File: config.mk
export PLATFORM = sky130hd
export DESIGN_NAME = alu_exec_flat
export DESIGN_NICKNAME = d
export VERILOG_FILES = /design/src/rtl/alu_exec_if.sv /design/src/rtl/alu_exec.sv /design/src/flat_wrapper.sv
export SDC_FILE = /design/constraint.sdc
export NUM_CORES = 1
export LEC_CHECK = 0
export ABC_AREA = 1
export CORE_MARGIN = 3
export CORE_UTILIZATION = 30
export DETAILED_ROUTE_END_ITERATION = 12
export PLACE_DENSITY = 0.55
export SLEW_MARGIN = 20
export SYNTH_ARGS = -nofsm -noshare
export SYNTH_HDL_FRONTEND = slang
export SYNTH_SLANG_ARGS = --single-unit
File: constraint.sdc
create_clock -name clk -period 3.5 [get_ports clk]
set_input_delay 0.875 -clock clk [delete_from_list [all_inputs] [get_ports clk]]
set_output_delay 0.875 -clock clk [all_outputs]
set_load 0.02 [all_outputs]
File: src/rtl/alu_exec_if.sv
`default_nettype none
// ============================================================================
// Module   : alu_exec_if
// Desc     : Issue/result handshake bundle between the ALU and the pipeline.
// Revision : 1.0 - initial release
// ============================================================================
interface alu_exec_if #(
    parameter int XLEN = 32
) ();
    logic            in_valid;
    logic            in_ready;
    logic [3:0]      in_alu_ctrl;
    logic [XLEN-1:0] in_op_a;
    logic [XLEN-1:0] in_op_b;
    logic [4:0]      in_rd;
    logic            out_valid;
    logic            out_ready;
    logic [XLEN-1:0] out_result;
    logic            out_zero;
    logic [4:0]      out_rd;
    logic            busy;

    modport master (
        output in_valid, in_alu_ctrl, in_op_a, in_op_b, in_rd, out_ready,
        input  in_ready, out_valid, out_result, out_zero, out_rd, busy
    );

    modport slave (
        input  in_valid, in_alu_ctrl, in_op_a, in_op_b, in_rd, out_ready,
        output in_ready, out_valid, out_result, out_zero, out_rd, busy
    );
endinterface
`default_nettype wire

File: src/rtl/alu_exec.sv
`default_nettype none
// ============================================================================
// Module   : alu_exec
// Desc     : Execute-stage ALU with registered result/zero flag, valid/ready
//            on both sides and an iterative 1-bit-per-cycle shifter.
//            Define ALU_BARREL_SHIFT_EN for a single-cycle barrel shifter.
// Revision : 1.0 - initial release
// ============================================================================
module alu_exec #(
    parameter int XLEN = 32
) (
    input  logic      clk,
    input  logic      rst,
    alu_exec_if.slave bus
);
    localparam int SHW = $clog2(XLEN);

    localparam logic [3:0] c_ADD  = 4'b0000;
    localparam logic [3:0] c_SUB  = 4'b1000;
    localparam logic [3:0] c_SLL  = 4'b0001;
    localparam logic [3:0] c_SLT  = 4'b0010;
    localparam logic [3:0] c_SLTU = 4'b0011;
    localparam logic [3:0] c_XOR  = 4'b0100;
    localparam logic [3:0] c_SRL  = 4'b0101;
    localparam logic [3:0] c_SRA  = 4'b1101;
    localparam logic [3:0] c_OR   = 4'b0110;
    localparam logic [3:0] c_AND  = 4'b0111;

    logic            w_in_ready;
    logic            w_accept;
    logic            w_is_shift;
    logic            w_lt_s;
    logic            w_lt_u;
    logic [SHW-1:0]  w_shamt;
    logic [XLEN-1:0] w_result;
    logic            w_load;
    logic [XLEN-1:0] w_load_result;
    logic [4:0]      w_load_rd;

    logic            r_out_valid;
    logic [XLEN-1:0] r_out_result;
    logic            r_out_zero;
    logic [4:0]      r_out_rd;

    assign w_shamt    = bus.in_op_b[SHW-1:0];
    assign w_is_shift = (bus.in_alu_ctrl == c_SLL) || (bus.in_alu_ctrl == c_SRL) ||
                        (bus.in_alu_ctrl == c_SRA);
    assign w_lt_s     = $signed(bus.in_op_a) < $signed(bus.in_op_b);
    assign w_lt_u     = bus.in_op_a < bus.in_op_b;
    assign w_accept   = bus.in_valid && w_in_ready;

    // Single-cycle result; iterative builds only reach the shift items with amount 0.
    always_comb begin
        w_result = bus.in_op_a + bus.in_op_b;
        case (bus.in_alu_ctrl)
            c_SUB:  w_result = bus.in_op_a - bus.in_op_b;
            c_SLT:  w_result = {{(XLEN-1){1'b0}}, w_lt_s};
            c_SLTU: w_result = {{(XLEN-1){1'b0}}, w_lt_u};
            c_XOR:  w_result = bus.in_op_a ^ bus.in_op_b;
            c_OR:   w_result = bus.in_op_a | bus.in_op_b;
            c_AND:  w_result = bus.in_op_a & bus.in_op_b;
`ifdef ALU_BARREL_SHIFT_EN
            c_SLL:  w_result = bus.in_op_a << w_shamt;
            c_SRL:  w_result = bus.in_op_a >> w_shamt;
            c_SRA:  w_result = $unsigned($signed(bus.in_op_a) >>> w_shamt);
`else
            c_SLL, c_SRL, c_SRA: w_result = bus.in_op_a;
`endif
            default: w_result = bus.in_op_a + bus.in_op_b;
        endcase
    end

`ifdef ALU_BARREL_SHIFT_EN
    assign w_in_ready    = !rst && (!r_out_valid || bus.out_ready);
    assign bus.busy      = 1'b0;
    assign w_load        = w_accept;
    assign w_load_result = w_result;
    assign w_load_rd     = bus.in_rd;
`else
    localparam logic [0:0] ST_IDLE  = 1'b0;
    localparam logic [0:0] ST_SHIFT = 1'b1;

    logic [0:0]      r_state;
    logic [0:0]      w_state_next;
    logic [XLEN-1:0] r_work;
    logic [XLEN-1:0] w_work_next;
    logic [XLEN-1:0] w_work_step;
    logic [SHW-1:0]  r_cnt;
    logic [SHW-1:0]  w_cnt_next;
    logic [3:0]      r_sh_ctrl;
    logic [3:0]      w_sh_ctrl_next;
    logic [4:0]      r_sh_rd;
    logic [4:0]      w_sh_rd_next;

    assign w_in_ready = !rst && (r_state == ST_IDLE) && (!r_out_valid || bus.out_ready);
    assign bus.busy   = (r_state == ST_SHIFT);

    always_comb begin
        case (r_sh_ctrl)
            c_SLL:   w_work_step = {r_work[XLEN-2:0], 1'b0};
            c_SRA:   w_work_step = {r_work[XLEN-1], r_work[XLEN-1:1]};
            default: w_work_step = {1'b0, r_work[XLEN-1:1]};
        endcase
    end

    always_ff @(posedge clk) begin
        if (rst) begin
            r_state   <= ST_IDLE;
            r_work    <= '0;
            r_cnt     <= '0;
            r_sh_ctrl <= '0;
            r_sh_rd   <= '0;
        end else begin
            r_state   <= w_state_next;
            r_work    <= w_work_next;
            r_cnt     <= w_cnt_next;
            r_sh_ctrl <= w_sh_ctrl_next;
            r_sh_rd   <= w_sh_rd_next;
        end
    end

    always_comb begin
        w_state_next   = r_state;
        w_work_next    = r_work;
        w_cnt_next     = r_cnt;
        w_sh_ctrl_next = r_sh_ctrl;
        w_sh_rd_next   = r_sh_rd;
        w_load         = 1'b0;
        w_load_result  = w_result;
        w_load_rd      = bus.in_rd;
        case (r_state)
            ST_IDLE: begin
                if (w_accept) begin
                    if (w_is_shift && (w_shamt != '0)) begin
                        w_state_next   = ST_SHIFT;
                        w_work_next    = bus.in_op_a;
                        w_cnt_next     = w_shamt;
                        w_sh_ctrl_next = bus.in_alu_ctrl;
                        w_sh_rd_next   = bus.in_rd;
                    end else begin
                        w_load = 1'b1;
                    end
                end
            end
            ST_SHIFT: begin
                w_work_next = w_work_step;
                w_cnt_next  = r_cnt - SHW'(1);
                // Last step publishes the shifted value directly, saving a cycle.
                if (r_cnt == SHW'(1)) begin
                    w_load        = 1'b1;
                    w_load_result = w_work_step;
                    w_load_rd     = r_sh_rd;
                    w_state_next  = ST_IDLE;
                end
            end
            default: w_state_next = ST_IDLE;
        endcase
    end
`endif

    // Result slot: a new load always wins over a consume in the same cycle.
    always_ff @(posedge clk) begin
        if (rst) begin
            r_out_valid  <= 1'b0;
            r_out_result <= '0;
            r_out_zero   <= 1'b0;
            r_out_rd     <= '0;
        end else if (w_load) begin
            r_out_valid  <= 1'b1;
            r_out_result <= w_load_result;
            r_out_zero   <= (w_load_result == '0);
            r_out_rd     <= w_load_rd;
        end else if (bus.out_ready) begin
            r_out_valid  <= 1'b0;
        end
    end

    assign bus.in_ready   = w_in_ready;
    assign bus.out_valid  = r_out_valid;
    assign bus.out_result = r_out_result;
    assign bus.out_zero   = r_out_zero;
    assign bus.out_rd     = r_out_rd;
endmodule
`default_nettype wire

File: src/flat_wrapper.sv
// flat-port wrapper written by rule: the top's interface ports become plain ports
module alu_exec_flat 
#(
    parameter int XLEN = 32
)
  (clk, rst, bus_in_valid, bus_in_alu_ctrl, bus_in_op_a, bus_in_op_b, bus_in_rd, bus_out_ready, bus_in_ready, bus_out_valid, bus_out_result, bus_out_zero, bus_out_rd, bus_busy);
  alu_exec_if #(.XLEN(XLEN)) bus_i ();
  input  logic clk;
  input  logic rst;
  input wire logic [$bits(bus_i.in_valid)-1:0] bus_in_valid;
  input wire logic [$bits(bus_i.in_alu_ctrl)-1:0] bus_in_alu_ctrl;
  input wire logic [$bits(bus_i.in_op_a)-1:0] bus_in_op_a;
  input wire logic [$bits(bus_i.in_op_b)-1:0] bus_in_op_b;
  input wire logic [$bits(bus_i.in_rd)-1:0] bus_in_rd;
  input wire logic [$bits(bus_i.out_ready)-1:0] bus_out_ready;
  output wire logic [$bits(bus_i.in_ready)-1:0] bus_in_ready;
  output wire logic [$bits(bus_i.out_valid)-1:0] bus_out_valid;
  output wire logic [$bits(bus_i.out_result)-1:0] bus_out_result;
  output wire logic [$bits(bus_i.out_zero)-1:0] bus_out_zero;
  output wire logic [$bits(bus_i.out_rd)-1:0] bus_out_rd;
  output wire logic [$bits(bus_i.busy)-1:0] bus_busy;
  assign bus_i.in_valid = bus_in_valid;
  assign bus_i.in_alu_ctrl = bus_in_alu_ctrl;
  assign bus_i.in_op_a = bus_in_op_a;
  assign bus_i.in_op_b = bus_in_op_b;
  assign bus_i.in_rd = bus_in_rd;
  assign bus_i.out_ready = bus_out_ready;
  assign bus_in_ready = bus_i.in_ready;
  assign bus_out_valid = bus_i.out_valid;
  assign bus_out_result = bus_i.out_result;
  assign bus_out_zero = bus_i.out_zero;
  assign bus_out_rd = bus_i.out_rd;
  assign bus_busy = bus_i.busy;
  alu_exec #(.XLEN(XLEN)) u_core (.clk(clk), .rst(rst), .bus(bus_i));
endmodule
After elaboration in Yosys (flattened, before gate mapping) --
Index checks and enable logic that the tools add are counted.
Cells by class: add/subtract/negate cells 3, order comparisons 2, equality and inequality tests 14, mux-type cells 22, bitwise logic cells 4, reduce and logical (&&, ||, !) cells 15
Operators with widths (number):
- $pmux W32 S7 | 1
- $mux W32 | 4
- $pmux W32 S2 | 2
- $lt A32 B32 Y1 | 2
- $add A32 B32 Y32 | 1
- $and A32 B32 Y32 | 1
- $logic_not A32 Y1 | 1
- $or A32 B32 Y32 | 1
- $sub A32 B32 Y32 | 1
- $xor A32 B32 Y32 | 1
- $mux W5 | 4
- $eq A4 B3 Y1 const B | 4
- $eq A4 B4 Y1 const B | 3
- $pmux W5 S2 | 1
- $eq A4 B1 Y1 const B | 2
- $eq A4 B2 Y1 const B | 2
- $mux W1 | 8
- $eq A5 B1 Y1 const B | 1
- $reduce_bool A5 Y1 | 1
- $sub A5 B1 Y5 const B | 1
- $logic_and A1 B1 Y1 | 4
- $pmux W1 S2 | 2
- $logic_or A1 B1 Y1 | 3
- $reduce_and A3 Y1 | 1
- other kinds (7) | 8
Storage, ports and cells: register bits after elaboration 86, output and inout bits 41, logic and storage cells 69

Depth between registers and ports, before layout --
depth in word-level cells 8, mapped depth 22, depth with buffers taken out 22

Worst setup path before layout --
No wires, ideal clock.
path type input to register, start point input bus_in_op_b[0], end point register u_core.r_out_zero, in the netlist u_core.bus.out_zero, data arrival time 2802 ps, slack 630 ps, stages 18, path through ha_1 -> inv_1 -> fa_1 -> inv_1 -> nand3_1 -> nand3_1 -> nand2_1 -> nand2_1 -> a21oi_1 -> o21ai_0 -> nand3_1 -> o21ai_0 -> nand3_1 -> nor2_1 -> nand3_1 -> nor2_1 -> nand3_1 -> a21oi_2
On the way: word-level cells in the longest chain between the ends 5, elaborated cells on any way between the ends 16
RTL lines:
- start: declaration | RTL line flat_wrapper.sv:13 | input wire logic [$bits(bus_i.in_op_b)-1:0] bus_in_op_b;
- $add A32 B32 Y32, or another cell as far along
- $pmux W32 S7 / $logic_and A1 B1 Y1 (equally long branches) | RTL line alu_exec.sv:55, alu_exec.sv:134
- $mux W32 / $mux W1 (equally long branches) | RTL line alu_exec.sv:149, alu_exec.sv:134
- $mux W32 / $mux W1 (equally long branches) | RTL line alu_exec.sv:131, alu_exec.sv:133
- $logic_not A32 Y1 / $pmux W1 S2 (equally long branches) | RTL line alu_exec.sv:171, alu_exec.sv:131
- end signal: assignment | RTL line alu_exec.sv:171 | r_out_zero <= (w_load_result == '0);
- end: declaration | RTL line alu_exec.sv:42 | logic r_out_zero;
Several ways; a longest one is shown, not always the timed one. A chain may end at the register's enable or synchronous reset.

Worst setup path in the final report --
start point input bus_in_alu_ctrl[3], end point register u_core.r_out_zero, in the netlist u_core.bus.out_zero
On the way: word-level cells in the longest chain between the ends 7, elaborated cells on any way between the ends 20
RTL lines:
- start: declaration | RTL line flat_wrapper.sv:11 | input wire logic [$bits(bus_i.in_alu_ctrl)-1:0] bus_in_alu_ctrl;
- branches (longest 7 deep; another with $pmux W32 S7)
Several ways; the timed one is not identified.

==> flow_metrics.tcl <==
set metrics [dict create \
    synthDistinctLibCells 47 \
    port_buffers 117 \
    firstDrtPassIters 5 \
    grt_max_degree 47 \
    p_sw_frac 0.408 \
    p_leak_uw 0.00848 \
    synth_edf_count 0 \
    drt_iter0_drc 1130 \
    hold_path_depth 2 \
    finalSetupViolations 0 \
    drv_cap 0 \
    status "finished clean" \
    routedWlPerCell_um 17.9 \
    placed_area_sq_um 15100 \
    fp.dieArea_sq_um 38600 \
    synth-seq-cells 86 \
    syn_nets 2102 \
    p_int_uw 2580 \
    setup_slack_ns 0.0572 \
    ir_drop_mv 0.220 \
    final_layout_size_suffix_gt1_frac 0.279 \
    seq_power_share 0.242 \
    area_delta_synth_final_pct 52.3 \
    ant_nets 0 \
    grt_pass1_vias 13507 \
    rrSetupSlack_ns 0.88 \
    clkPwrFrac 0.213 \
    ys.flop_type "dfxtp_1" \
    ys_seq_area_frac 0.158 \
    h-tree-depth 3 \
    drc 0 \
    power.density_nw_per_um2 263 \
    slew_viol_final 0 \
    core-area_sq_um 35700 \
    fin_nets 2538 \
    path_clk_slew_ns 0.07 \
    crit_required_ns 3.79 \
    row_count 69 \
    ios 118 \
    syn_area_per_cell_sq_um 5.66 \
    routabilityCongestion 1.02 \
    cp-end-kind "flop" \
    synthCells 1925 \
    arrival_ns 3.73 \
    cp-start-kind "input port" \
    cts_buffer_depth 2 \
    path_max_fanout 14 \
    clkLatencyLatePin_ns 0.35 \
    root_buffer "clkbuf_16" \
    yosysWarnings 0 \
    grt_pass1_wl_mm 75.8 \
    post-route-period-util 0.984 \
    fin_util 0.465 \
    worstMarginPinSlew_ns 0.651 \
    initial_core_util 0.305 \
    hold_path_class "reg2reg" \
    pre_cts_ws_ns -0.607 \
    period_needed_ns 3.44 \
    cts_num_sinks 86 \
    reg2regPathDepth 14 \
    synthArstFlopShare 0 \
    skew_ns 0.00760 \
    hp-start "u_core.r_sh_ctrl[1]" \
    syn_area_sq_um 10900 \
    viasPerCell 4.98 \
    finalInstanceArea_sq_um 16600 \
    numCtsBuffers 9 \
    vias 14093 \
    critPathLaunch "bus_in_alu_ctrl[3]" \
    switchingPower_uw 1780 \
    combinationalPowerShare 0.545 \
    fmax_mhz 290 \
    wirelength_mm 50.7 \
    path_class "in2reg" \
    detailedPlacementHpwl_mm 41.5 \
    relSlewSlack 0.565 \
    hold_viol 0 \
    die_w_um 197 \
    grt-ovfl-total 0 \
    globalRouteTotalUtil 0.251 \
    cts_tree "yes" \
    antenna_found_initial 1 \
    rr_startpoint "u_core.r_cnt[1]" \
    fp.dieH_um 197 \
]
[per-layer routing]
metal	part of all wire	GRT usage	vias to the layer above
li1	-	-	7013
met1	0.43	0.320	6498
met2	0.47	0.427	475
met3	0.051	0.0239	107
met4	0.051	0.119	0
met5	0	0	-
[power by group through the flow]
stage	Sequential (uW)	Combinational (uW)	Clock (uW)
finish	1050	2370	928
global route	1060	2560	987
CTS	1050	2160	948
detailed placement	1080	2100	0
global placement	1070	2100	0
floorplan	1110	969	0
[area by class of cell]
| type | count | area [sq um] |
|---|---|---|
| Multi-Input combinational cell | 1424 | 8440 |
| Antenna cell | 1 | 2.50 |
| Clock inverter | 7 | 55.1 |
| Sequential cell | 86 | 1720 |
| Tap cell | 461 | 577 |
| Fill cell | 3791 | 19100 |
| Timing Repair Buffer | 507 | 4320 |
| Inverter | 333 | 1250 |
| Clock buffer | 9 | 225 |
[final timing paths]
check,to
worst max-delay path,u_core.bus.out_zero
worst min-delay path,u_core.r_sh_ctrl[1]
worst max register to register,u_core.bus.out_zero
worst min register to register,u_core.r_sh_ctrl[1]
[cell usage after synthesis (15+ instances only)]
cell type | count | share of area
a31oi_1 | 36 | 0.021
o21ai_0 | 84 | 0.039
o211ai_1 | 15 | 0.010
nand2_1 | 621 | 0.21
o22ai_1 | 42 | 0.024
nand3_1 | 133 | 0.061
a21oi_1 | 100 | 0.046
nand4_1 | 27 | 0.016
buf_2 | 29 | 0.013
ha_1 | 98 | 0.11
inv_1 | 322 | 0.11
nor2_1 | 149 | 0.051
clkbuf_1 | 30 | 0.010
dfxtp_1 | 86 | 0.16
[flip-flops by register name, indices dropped and copies added (netlist names)]
register               flops
u_core.bus.busy            1
u_core.bus.out_rd          5
u_core.bus.out_result     32
u_core.bus.out_valid       1
u_core.bus.out_zero        1
u_core.r_cnt               5
u_core.r_sh_ctrl           4
u_core.r_sh_rd             5
u_core.r_work             32
[cells in the final DEF (no fill, tap or decap), types with 4 or more instances in the layout]
cell type,netlist,layout
a221oi_1,13,13
clkdlybuf4s50_1,0,94
mux2i_1,4,4
dfxtp_1,86,86
nand3_2,4,15
a21oi_2,4,21
nor3_1,7,5
nor2_4,5,26
o22ai_1,42,40
dlymetal6s2s_1,0,18
o21ai_2,0,4
nand4_1,27,27
dlygate4sd2_1,0,4
xor2_1,5,5
buf_4,10,372
nand2_1,621,570
nor3_2,2,4
inv_1,322,301
ha_2,0,5
a221oi_2,4,4
buf_6,11,5
nand3_4,1,6
o21ai_0,84,74
inv_6,0,4
a31oi_1,36,36
and2_1,5,4
o211ai_1,15,15
nor2_1,149,108
nor2_2,13,33
or2_2,7,7
ha_4,0,29
a21oi_1,100,82
buf_12,0,12
ha_1,98,64
clkbuf_16,0,9
o21bai_1,13,12
nand2_2,8,56
inv_2,8,30
nand3_1,133,117
o21ai_1,6,12
[through the flow]
stage          setup TNS [ns]  std cells  hold slack [ns]  power, uW
2_1_floorplan               0       1925            0.419       2080
3_3_place_gp            -3.34       2790            0.427       3180
3_5_place_dp            -3.68       2790            0.430       3180
4_1_cts                     0       2809            0.442       4170
5_1_grt               -0.0469       2828            0.480       4610
6_report                    0       2828            0.441       4360
[worst max-delay path: stages]
cell,delay (ns)
clkdlybuf4s50_1,0.61
nand2_1,0.11
nand3_2,0.11
inv_2,0.22
buf_12,0.22
a221oi_1,0.56
nand4_1,0.28
nand2_1,0.15
nand2_1,0.07
nor2_1,0.10
nand2_1,0.07
nor2_2,0.13
nand3_1,0.09
a21oi_2,0.11
[logic make-up (layout without fill, tap and decap cells)]
group / after synthesis / count (layout) / synth area share
AOI/OAI and AO/OA: 327 / 327 / 0.178
xor gates and xnor gates: 5 / 5 / 0.00402
adders and majority gates: 100 / 100 / 0.116
buffers and inverters: 415 / 856 / 0.158
DFF: 86 / 86 / 0.158
muxes: 4 / 4 / 0.00368
other: 0 / 1 / 0
and+or+nand+nor: 988 / 988 / 0.382
[repair_timing]
item	in CTS	in global routing
endpoints found under the hold margin	0	0
setup endpoints to repair	2	5
hold buffers	0	0
pin swaps	5	45
setup buffers	3	18
resized for setup	61	219
No activity file was read; power rests on OpenSTA's default activity.
